## src/rtl/pipelined_control_unit.sv

```systemverilog
// RV32I control unit: combinational ID decode, control bundle carried through ID/EX, EX/MEM and MEM/WB registers.
// EX controls one cycle after ID, MemWriteM two, WB controls three; stall, flush or a taken EX branch/jump load a bubble into EX.
module pipelined_control_unit #(
    parameter int INSTR_WIDTH    = 32,
    parameter int ALU_CTRL_WIDTH = 4
) (
    input  logic                      clk,
    input  logic                      rst,
    input  logic [INSTR_WIDTH-1:0]    instr_i,
    input  logic                      stall_i,
    input  logic                      flush_i,
    input  logic                      zero_i,
    input  logic                      lt_i,
    input  logic                      ltu_i,
    output logic [2:0]                ImmSrcD_o,
    output logic [ALU_CTRL_WIDTH-1:0] ALUControlE_o,
    output logic                      ALUSrcAE_o,
    output logic                      ALUSrcBE_o,
    output logic [1:0]                PCSrcE_o,
    output logic [1:0]                ResultSrcE_o,
    output logic                      RegWriteM_o,
    output logic                      MemWriteM_o,
    output logic                      RegWriteW_o,
    output logic [1:0]                ResultSrcW_o,
    output logic                      IllegalE_o
);

    localparam logic [6:0] OP_R      = 7'b0110011;
    localparam logic [6:0] OP_IMM    = 7'b0010011;
    localparam logic [6:0] OP_LOAD   = 7'b0000011;
    localparam logic [6:0] OP_STORE  = 7'b0100011;
    localparam logic [6:0] OP_BRANCH = 7'b1100011;
    localparam logic [6:0] OP_JAL    = 7'b1101111;
    localparam logic [6:0] OP_JALR   = 7'b1100111;
    localparam logic [6:0] OP_LUI    = 7'b0110111;
    localparam logic [6:0] OP_AUIPC  = 7'b0010111;

    localparam logic [3:0] ALU_ADD  = 4'd0;
    localparam logic [3:0] ALU_SUB  = 4'd1;
    localparam logic [3:0] ALU_AND  = 4'd2;
    localparam logic [3:0] ALU_OR   = 4'd3;
    localparam logic [3:0] ALU_XOR  = 4'd4;
    localparam logic [3:0] ALU_SLT  = 4'd5;
    localparam logic [3:0] ALU_SLTU = 4'd6;
    localparam logic [3:0] ALU_SLL  = 4'd7;
    localparam logic [3:0] ALU_SRL  = 4'd8;
    localparam logic [3:0] ALU_SRA  = 4'd9;
    localparam logic [3:0] ALU_PASB = 4'd10;

    typedef struct packed {
        logic       reg_write;
        logic [1:0] result_src;
        logic       mem_write;
        logic [3:0] alu;
        logic       src_a;
        logic       src_b;
        logic       branch;
        logic       jump;
        logic       jalr;
        logic [2:0] funct3;
        logic       illegal;
    } ctrl_t;

    logic [6:0] opcode;
    logic [2:0] funct3;
    logic       f7_zero, f7_alt, alt_ok;
    logic [3:0] base_alu;
    logic       unused_instr;
    ctrl_t      dec;
    logic [2:0] imm_src;
    ctrl_t      ex_d, ex_q;
    logic       mem_reg_write_q, mem_mem_write_q, wb_reg_write_q;
    logic [1:0] mem_result_src_q, wb_result_src_q;
    logic       taken;
    logic [1:0] pc_src;

    assign opcode       = instr_i[6:0];
    assign funct3       = instr_i[14:12];
    assign f7_zero      = (instr_i[31:25] == 7'b0000000);
    assign f7_alt       = (instr_i[31:25] == 7'b0100000);
    assign alt_ok       = (funct3 == 3'b000) || (funct3 == 3'b101);
    assign unused_instr = ^{instr_i[24:15], instr_i[11:7]};

    always_comb begin
        base_alu = ALU_ADD;
        case (funct3)
            3'b001:  base_alu = ALU_SLL;
            3'b010:  base_alu = ALU_SLT;
            3'b011:  base_alu = ALU_SLTU;
            3'b100:  base_alu = ALU_XOR;
            3'b101:  base_alu = ALU_SRL;
            3'b110:  base_alu = ALU_OR;
            3'b111:  base_alu = ALU_AND;
            default: base_alu = ALU_ADD;
        endcase
    end

    always_comb begin
        dec        = '0;
        dec.funct3 = funct3;
        imm_src    = 3'b000;
        case (opcode)
            OP_R: begin
                dec.reg_write = 1'b1;
                dec.alu       = f7_alt ? ((funct3 == 3'b000) ? ALU_SUB : ALU_SRA) : base_alu;
                dec.illegal   = !(f7_zero || (f7_alt && alt_ok));
            end
            OP_IMM: begin
                dec.reg_write = 1'b1;
                dec.src_b     = 1'b1;
                dec.alu       = base_alu;
                // Only the shift-immediates carry a func7 field.
                if (funct3 == 3'b001) begin
                    dec.illegal = !f7_zero;
                end else if (funct3 == 3'b101) begin
                    dec.alu     = f7_alt ? ALU_SRA : ALU_SRL;
                    dec.illegal = !(f7_zero || f7_alt);
                end
            end
            OP_LOAD: begin
                dec.reg_write  = 1'b1;
                dec.result_src = 2'b01;
                dec.src_b      = 1'b1;
                dec.illegal    = (funct3 != 3'b010);
            end
            OP_STORE: begin
                dec.mem_write = 1'b1;
                dec.src_b     = 1'b1;
                dec.illegal   = (funct3 != 3'b010);
                imm_src       = 3'b001;
            end
            OP_BRANCH: begin
                dec.branch  = 1'b1;
                dec.alu     = ALU_SUB;
                dec.illegal = (funct3[2:1] == 2'b01);
                imm_src     = 3'b010;
            end
            OP_JAL: begin
                dec.reg_write  = 1'b1;
                dec.result_src = 2'b10;
                dec.jump       = 1'b1;
                imm_src        = 3'b100;
            end
            OP_JALR: begin
                dec.reg_write  = 1'b1;
                dec.result_src = 2'b10;
                dec.src_b      = 1'b1;
                dec.jalr       = 1'b1;
                dec.illegal    = (funct3 != 3'b000);
            end
            OP_LUI: begin
                dec.reg_write = 1'b1;
                dec.src_b     = 1'b1;
                dec.alu       = ALU_PASB;
                imm_src       = 3'b011;
            end
            OP_AUIPC: begin
                dec.reg_write = 1'b1;
                dec.src_a     = 1'b1;
                dec.src_b     = 1'b1;
                imm_src       = 3'b011;
            end
            default: dec.illegal = 1'b1;
        endcase
    end

    always_comb begin
        taken = 1'b0;
        case (ex_q.funct3)
            3'b000:  taken = zero_i;
            3'b001:  taken = !zero_i;
            3'b100:  taken = lt_i;
            3'b101:  taken = !lt_i;
            3'b110:  taken = ltu_i;
            3'b111:  taken = !ltu_i;
            default: taken = 1'b0;
        endcase
        pc_src = 2'b00;
        if (ex_q.jump) begin
            pc_src = 2'b01;
        end else if (ex_q.jalr) begin
            pc_src = 2'b10;
        end else if (ex_q.branch && taken) begin
            pc_src = 2'b01;
        end
    end

    // An illegal instruction enters EX as a bubble that only flags itself.
    always_comb begin
        ex_d = dec;
        if (stall_i || flush_i || (pc_src != 2'b00)) begin
            ex_d = '0;
        end else if (dec.illegal) begin
            ex_d         = '0;
            ex_d.illegal = 1'b1;
        end
    end

    always_ff @(posedge clk) begin
        if (rst) begin
            ex_q             <= '0;
            mem_reg_write_q  <= 1'b0;
            mem_mem_write_q  <= 1'b0;
            mem_result_src_q <= 2'b00;
            wb_reg_write_q   <= 1'b0;
            wb_result_src_q  <= 2'b00;
        end else begin
            ex_q             <= ex_d;
            mem_reg_write_q  <= ex_q.reg_write;
            mem_mem_write_q  <= ex_q.mem_write;
            mem_result_src_q <= ex_q.result_src;
            wb_reg_write_q   <= mem_reg_write_q;
            wb_result_src_q  <= mem_result_src_q;
        end
    end

    assign ImmSrcD_o     = imm_src;
    assign ALUControlE_o = ALU_CTRL_WIDTH'(ex_q.alu);
    assign ALUSrcAE_o    = ex_q.src_a;
    assign ALUSrcBE_o    = ex_q.src_b;
    assign PCSrcE_o      = pc_src;
    assign ResultSrcE_o  = ex_q.result_src;
    assign RegWriteM_o   = mem_reg_write_q;
    assign MemWriteM_o   = mem_mem_write_q;
    assign RegWriteW_o   = wb_reg_write_q;
    assign ResultSrcW_o  = wb_result_src_q;
    assign IllegalE_o    = ex_q.illegal;

endmodule

```

## config.mk

```make
export PLATFORM = sky130hd
export DESIGN_NAME = pipelined_control_unit
export DESIGN_NICKNAME = d
export VERILOG_FILES = /design/src/rtl/pipelined_control_unit.sv
export SDC_FILE = /design/constraint.sdc
export NUM_CORES = 1
export LEC_CHECK = 0
export CAP_MARGIN = 20
export CELL_PAD_IN_SITES_DETAIL_PLACEMENT = 1
export CELL_PAD_IN_SITES_GLOBAL_PLACEMENT = 2
export CORE_UTILIZATION = 22
export CTS_CLUSTER_DIAMETER = 40
export DETAILED_ROUTE_END_ITERATION = 8
export PLACE_DENSITY = 0.81
export SLEW_MARGIN = 20
export SYNTH_ARGS = -nofsm -noshare
export SYNTH_HDL_FRONTEND = slang
export SYNTH_SLANG_ARGS = --single-unit
```

## constraint.sdc

```tcl
create_clock -name clk -period 2.3 [get_ports clk]
set_clock_uncertainty 0.1 [all_clocks]
set_input_delay 0.575 -clock clk [delete_from_list [all_inputs] [get_ports clk]]
set_output_delay 0.575 -clock clk [all_outputs]
set_load 0.1 [all_outputs]
```

==> qor.log, run 1 <==
[drt] DRC violation count after routing 0
[sta] max-slew violations 0
[floorplanning] Placeable Area 5170 sq um
[clock_network] clk_lat worst skew 0.26 ns
[global_routing] met2 Usage GRT 0.319
[worst_setup_path] number of cells traversed by the worst register-to-register path 10
[clock_network] quantity of hold-fixing buffers added after cts 0
[clock_network] buffer type at the clock tree root sky130_fd_sc_hd__clkbuf_8
[floorplanning] Die ar. 5710 sq um
[worst_setup_path] Critical Path Start instr_i[4]
[logic_synthesis] Cells after Synth 130
[placement] placer congestion estimate 0.799
[logic_synthesis] warnings from Yosys 0
[clock_network] Sinks on Clock Net 24
[sta] RSZ-0062 raised after global routing yes
[worst_setup_path] endpoint of the lowest-slack register-to-register path ex_q[4]
[logic_synthesis] mean area per synthesized cell 9.15 sq um
[power] total power density per cell area 414 nW/um^2
[worst_setup_path] cells along the critical path buf_2, buf_6, inv_2, nand4_1, nor2_1, nand2_1, clkinvlp_4, buf_12
[drt] post-DR wirelength/cell 14.9 microns
[worst_setup_path] number of cells on the critical path 8
[sta] max_slew headroom 0.779
[worst_setup_path] kind of critical path in -> out
[logic_synthesis] number of register bits inferred by synthesis 24
[global_routing] largest net degree at the start of global routing 15
[floorplanning] row cnt 26
[power] total leakage power 0.975 nW
[worst_setup_path] critical path endpoint category output port
[worst_setup_path] critical path fanouts, max 6
[worst_setup_path] reg-to-reg startpoint ex_q[3]
[logic_synthesis] Post-synth EDFFs 0
[worst_setup_path] setup slack of the most critical reg-to-reg path 0.20 ns
[sta] highest clock frequency the design can meet 404 MHz
[sta] slew at the pin closest to its max-slew limit 0.331 ns
[placement] # placed instances 263
[logic_synthesis] part of the Yosys area used for sequential elements 0.404
[clock_network] Clock Pin Slew Worst Setup and Hold Paths 0.08 ns
[worst_setup_path] critical path endpoint ImmSrcD_o[2]
[clock_network] TritonCTS clock tree built
[worst_setup_path] required time of the critical path 1.62 ns
[layout] count of placed standard cells in the final layout, fillers left out 293
[global_routing] GR Util met3 0.0146
[worst_setup_path] signal arrival time at the worst endpoint 1.80 ns
[floorplanning] Die Y-Extent 75.5 microns
[worst_setup_path] slowest cell delay on critical path 0.27 ns
[layout] signed area change from the synthesized netlist to the final layout 93.7%
[layout] end-of-flow core utilization 0.446
[sta] Final Critical Period 2.48 ns
[hold_path] worst min-delay path class reg -> reg
[worst_setup_path] highest-delay cell along the critical path sky130_fd_sc_hd__nor2_1
[global_routing] total track usage 0.146
[global_routing] number of global-route vias before repair 1346
[global_routing] met1 Use GR 0.135
[layout] number of inserted diodes 0
[sta] ratio of final minimum period to clock period 1.08
[power] largest vdd supply drop 0.000170 V
[logic_synthesis] count of cell types in the netlist 43
[layout] fraction of layout cells with a size suffix above 1 0.574
[sta] worst setup slack after layout -0.178 ns
[logic_synthesis] Netlist Area Pre-Place 1190 sq um
[drt] vias per cell 4.49
[global_routing] first-pass GRT wire length 6180 microns
[logic_synthesis] Synthesized Nets 169
[status] violated checks negative setup slack
[drt] initial DRC count 24
[global_routing] antenna violations before repair 0
[drt] number of routed nets with antenna violations 0
[floorplanning] total I/O pin count 58
[placement] DP HPWL 2780 microns
[logic_synthesis] most used flip-flop cell after synthesis sky130_fd_sc_hd__dfxtp_1
[drt] number of iterations in the first detailed-routing pass 4
[placement] worst slack, placed -0.594 ns
[worst_setup_path] startpoint type of the worst setup path input pin
[clock_network] maximum level of the CTS H-tree 1
[run] number of violations of the max-capacitance limit 0
[sta] Final Setup Violations 1
[worst_setup_path] Bufs and invs on worst path 5
[status] result of the run finished, violations left
[clock_network] Max clock buf depth 2
[global_routing] busiest grt layer met2
[power] PnR Total Power 954 uW
[logic_synthesis] async set or reset register ratio after synthesis 0
[layout] commonest non-fill, non-tap cell in the layout sky130_fd_sc_hd__buf_4
[floorplanning] horizontal die dimension 75.5 microns
[drt] total vias in the final route 1316
[floorplanning] Initial Utilization 0.230
[placement] total of buffers placed on input and output ports 42
[worst_setup_path] cell family with the largest share of critical-path delay buffers and inverters
[drt] wirelength, routed 4360 microns
[clock_network] clock buffer count from CTS 3
[layout] highest-count cells in the layout ignoring fill and taps sky130_fd_sc_hd__buf_4, sky130_fd_sc_hd__dfxtp_1, sky130_fd_sc_hd__clkdlybuf4s50_1, sky130_fd_sc_hd__nor2_1, sky130_fd_sc_hd__buf_6
[layout] net count reported at finish 263
[global_routing] grt ovf 0
[sta] final hold violation count 0
flip-flops by register name (all words and copies together), names as in the netlist:
register	flops
ResultSrcE_o	2
ex_q	8
RegWriteM_o	1
ALUSrcBE_o	1
IllegalE_o	1
ALUSrcAE_o	1
ALUControlE_o	4
mem_result_src_q	2
RegWriteW_o	1
MemWriteM_o	1
ResultSrcW_o	2
Yosys cell counts, types with 2 or more instances:
cell	count	area, sq um
sky130_fd_sc_hd__nand2b_1	3	18.8
sky130_fd_sc_hd__nor3b_1	2	15.0
sky130_fd_sc_hd__a211oi_1	3	22.5
sky130_fd_sc_hd__nor2_2	6	37.5
sky130_fd_sc_hd__dfxtp_1	24	480
sky130_fd_sc_hd__o21ai_0	6	30.0
sky130_fd_sc_hd__a21oi_2	2	17.5
sky130_fd_sc_hd__nor2_1	8	30.0
sky130_fd_sc_hd__xnor2_1	3	26.3
sky130_fd_sc_hd__nor2b_1	2	12.5
sky130_fd_sc_hd__inv_1	5	18.8
sky130_fd_sc_hd__nand2_1	7	26.3
sky130_fd_sc_hd__buf_4	6	45.0
sky130_fd_sc_hd__nand3_1	6	30.0
sky130_fd_sc_hd__nor3_1	4	20.0
sky130_fd_sc_hd__buf_2	5	25.0
sky130_fd_sc_hd__and4b_1	2	20.0
sky130_fd_sc_hd__and2b_1	6	45.0
sky130_fd_sc_hd__nand4_1	3	18.8
sky130_fd_sc_hd__a21oi_1	4	20.0
worst reg2reg max path: stages (launching register included):
cell and delay (ns):
sky130_fd_sc_hd__dfxtp_1 0.36, sky130_fd_sc_hd__mux2i_1 0.23, sky130_fd_sc_hd__xnor2_1 0.10, sky130_fd_sc_hd__buf_4 0.14, sky130_fd_sc_hd__buf_4 0.12, sky130_fd_sc_hd__buf_4 0.12, sky130_fd_sc_hd__buf_4 0.14, sky130_fd_sc_hd__a21boi_4 0.20
sky130_fd_sc_hd__buf_4 0.15, sky130_fd_sc_hd__nand4_4 0.12, sky130_fd_sc_hd__nor3_1 0.23
report_power, final:
part	internal, mW	leakage, nW	switching [mW]
clock	0.232	0.0357	0.125
sequential	0.416	0.193	0.000370
combinational	0.0964	0.746	0.0846
layer usage:
metal	up-vias	routed length (microns)
li1	642	-
met1	640	1560
met2	30	2590
met3	4	131
met4	0	75
met5	-	0
area by class of cell:
| class | count | area [sq um] |
|---|---|---|
| fillers | 576 | 2870 |
| repair buffers | 101 | 877 |
| multi-input cells | 89 | 766 |
| flip-flops and latches | 24 | 480 |
| well taps | 70 | 87.6 |
| clock buffers | 3 | 41.3 |
| clock inverters | 1 | 30.0 |
| inverters | 5 | 22.5 |
cells by family after synthesis:
family,synth area share
muxes,0.00841
and+or+nand+nor,0.326
xor gates and xnor gates,0.0294
DFF,0.404
AOI/OAI and AO/OA,0.142
buffers and inverters,0.0904
worst min path at each step:
stage | start | end | slack (ns) | cells past startpoint
2_1_floorplan | ex_q[13] | MemWriteM_o | 0.31 | 1
3_3_place_gp | mem_result_src_q[0] | ResultSrcW_o[0] | 0.32 | 1
3_5_place_dp | ex_q[13] | MemWriteM_o | 0.32 | 1
4_1_cts | ex_q[13] | MemWriteM_o | 0.34 | 1
5_1_grt | ex_q[13] | MemWriteM_o | 0.37 | 1
6_report | ex_q[13] | MemWriteM_o | 0.34 | 1
per-stage QoR:
step	hold WS [ns]	instance area, sq um	setup TNS [ns]
6_report	0.337	2300	-0.178
4_1_cts	0.341	2170	-0.0320
3_3_place_gp	0.315	1890	-8.30
3_5_place_dp	0.323	1890	-9.47
5_1_grt	0.367	2300	-0.208
2_1_floorplan	0.311	1200	-0.196
timing repair:
item	4_1_cts	5_1_grt
gates cloned	1	0
gates resized for setup	46	27
endpoints found under the hold margin	0	0
pin swaps	10	21
buffers inserted	15	11
endpoints found under the setup margin	21	16
Power figures use the tool's default switching activity.
==> inputs of run 2 (changes only) <==
Settings changed: CORE_ASPECT_RATIO set to 1.25.
==> run 2 against run 1 <==
Compared with the run above:
- the flow now finishes without violations
- first-iteration DRC count increased by 46%
- power decreased by 1.9%
- worst hold slack improved by 0.0092 ns
- sequential share of layout area increased by 1.7 points
- flip-flop and latch count unchanged
- design area decreased by 7.5%
==> qor.log, run 2 (synthesis gave the netlist of run 1 again) <==
[sta] highest clock frequency the design can meet 441 MHz
[global_routing] grt ovf 0
[power] total power density per cell area 439 nW/um^2
[floorplanning] horizontal die dimension 67.8 microns
[worst_setup_path] Bufs and invs on worst path 2
[clock_network] Clock Pin Slew Worst Setup and Hold Paths 0.08 ns
[placement] placer congestion estimate 0.842
[floorplanning] total I/O pin count 58
[worst_setup_path] slowest cell delay on critical path 0.45 ns
[power] Switching Power 199 uW
[placement] Post-Place Cell Area 1900 sq um
[drt] DRC violation count after routing 0
[worst_setup_path] critical path endpoint category output port
[global_routing] antenna violations before repair 0
[worst_setup_path] number of cells on the critical path 5
[clock_network] Max clock buf depth 2
[layout] net count reported at finish 248
[drt] total vias in the final route 1219
[floorplanning] Die ar. 5710 sq um
[global_routing] number of global-route vias before repair 1339
[sta] max-slew violations 0
[global_routing] total track usage 0.139
[sta] max_slew headroom 0.674
[worst_setup_path] signal arrival time at the worst endpoint 1.59 ns
[layout] highest-count cells in the layout ignoring fill and taps sky130_fd_sc_hd__buf_4, sky130_fd_sc_hd__dfxtp_1, sky130_fd_sc_hd__clkdlybuf4s50_1, sky130_fd_sc_hd__nor2_2
[worst_setup_path] reg-to-reg startpoint ex_q[4]
[sta] ratio of final minimum period to clock period 0.986
[drt] wirelength, routed 3650 microns
[placement] total of buffers placed on input and output ports 42
[worst_setup_path] critical path endpoint ImmSrcD_o[1]
[worst_setup_path] cells along the critical path buf_2, nand3b_1, or4_4, nand2_4, buf_12
[layout] fraction of layout cells with a size suffix above 1 0.529
[floorplanning] Placeable Area 5150 sq um
[drt] initial DRC count 35
[clock_network] quantity of hold-fixing buffers added after cts 0
[power] Sw Share 0.213
[drt] number of iterations in the first detailed-routing pass 4
[layout] count of filler cells inserted in the layout 604
[worst_setup_path] Critical Path Start instr_i[4]
[layout] number of inserted diodes 0
[clock_network] clk_lat worst skew 0.26 ns
[status] result of the run complete, no violations
[run] number of violations of the max-capacitance limit 0
[hold_path] worst min-delay path class reg -> reg
[sta] setup TNS after final layout 0 ns
[layout] register with the most flip-flops ex_q
[floorplanning] Die Y-Extent 84.2 microns
[power] total internal power 737 uW
[worst_setup_path] endpoint of the lowest-slack register-to-register path ALUControlE_o[3]
[worst_setup_path] setup slack of the most critical reg-to-reg path 0.35 ns
[worst_setup_path] critical path fanouts, max 4
[sta] Final Critical Period 2.27 ns
[power] clock power share 0.379
[sta] RSZ-0062 raised after global routing yes
[power] largest vdd supply drop 0.000207 V
[power] combinational power share 0.176
[placement] DP HPWL 2790 microns
[clock_network] maximum level of the CTS H-tree 1
[clock_network] TritonCTS clock tree built
[worst_setup_path] cell family with the largest share of critical-path delay simple AND/OR/NAND/NOR gates
[sta] slew at the pin closest to its max-slew limit 0.488 ns
[sta] Final Setup Violations 0
[worst_setup_path] kind of critical path in -> out
[power] PnR Total Power 936 uW
[clock_network] buffer type at the clock tree root sky130_fd_sc_hd__clkbuf_8
[drt] vias per cell 4.51
[global_routing] first-pass GRT wire length 5980 microns
[layout] flip-flop count of the largest register after layout 8
[layout] end-of-flow core utilization 0.414
[sta] worst hold slack 0.346 ns
[layout] signed area change from the synthesized netlist to the final layout 79.2%
[worst_setup_path] startpoint type of the worst setup path input pin
[worst_setup_path] number of cells traversed by the worst register-to-register path 6
[floorplanning] row cnt 29
[clock_network] Sinks on Clock Net 24
[power] total leakage power 0.882 nW
[global_routing] largest net degree at the start of global routing 15
[drt] number of routed nets with antenna violations 0
[power] portion of total power attributed to sequential cells 0.445
[drt] post-DR wirelength/cell 13.5 microns
[sta] final hold violation count 0
[worst_setup_path] highest-delay cell along the critical path sky130_fd_sc_hd__or4_4
[worst_setup_path] required time of the critical path 1.62 ns
[layout] commonest non-fill, non-tap cell in the layout sky130_fd_sc_hd__buf_4
[layout] Final Instance Area 2130 sq um
[floorplanning] Initial Utilization 0.231
[clock_network] clock buffer count from CTS 3
## run 2: cell type report
cell class	count	area [sq um]	area share
clock buffer	3	41.3	0.0194
clock inverter	1	30.0	0.0141
inverter	5	22.5	0.0106
multi-input combinational	88	713	0.335
sequential	24	480	0.225
tap	62	77.6	0.0364
timing repair buffer	87	767	0.360
## run 2: per-layer routing
metal | share of wire | global-route usage | vias to the layer above
met4 | 0.021 | 0.0701 | 0
met1 | 0.35 | 0.133 | 572
met3 | 0.035 | 0.0163 | 7
li1 | - | - | 609
met2 | 0.59 | 0.272 | 31
met5 | 0 | 0 | -
## run 2: timing repair
action / CTS / global route
setup buffers: 7 / 4
setup endpoints to repair: 19 / 17
gates resized for setup: 53 / 7
pin swaps: 15 / 11
## run 2: worst min-delay path by stage
stage | start | to | slack [ns] | depth (start not counted)
after global routing | ex_q[13] | MemWriteM_o | 0.36 | 1
after detailed placement | mem_result_src_q[0] | ResultSrcW_o[0] | 0.33 | 1
final | mem_result_src_q[0] | ResultSrcW_o[0] | 0.35 | 1
after floorplan | ex_q[13] | MemWriteM_o | 0.31 | 1
after global placement | mem_result_src_q[0] | ResultSrcW_o[0] | 0.32 | 1
after CTS | mem_result_src_q[0] | ResultSrcW_o[0] | 0.35 | 1
## run 2: power by group through the flow
stage	registers [mW]	logic (mW)	clock network [mW]
floorplan	0.432	0.0515	0
global placement	0.426	0.142	0
detailed placement	0.426	0.148	0
CTS	0.417	0.158	0.369
global route	0.417	0.176	0.389
finish	0.417	0.165	0.355
## run 2: metrics by stage
stage	cells	worst slack [ns]
4_1_cts	266	-0.0104
2_1_floorplan	130	-0.0989
6_report	270	0.0321
3_3_place_gp	256	-0.423
3_5_place_dp	256	-0.568
5_1_grt	270	-0.00384
## run 2: worst reg2reg max path, stage by stage (launching register included)
cell and delay, ns:
sky130_fd_sc_hd__dfxtp_1 0.34, sky130_fd_sc_hd__or4_4 0.55, sky130_fd_sc_hd__a211oi_2 0.17, sky130_fd_sc_hd__a21boi_4 0.22
sky130_fd_sc_hd__nand4_4 0.19, sky130_fd_sc_hd__buf_12 0.21, sky130_fd_sc_hd__a21oi_1 0.10
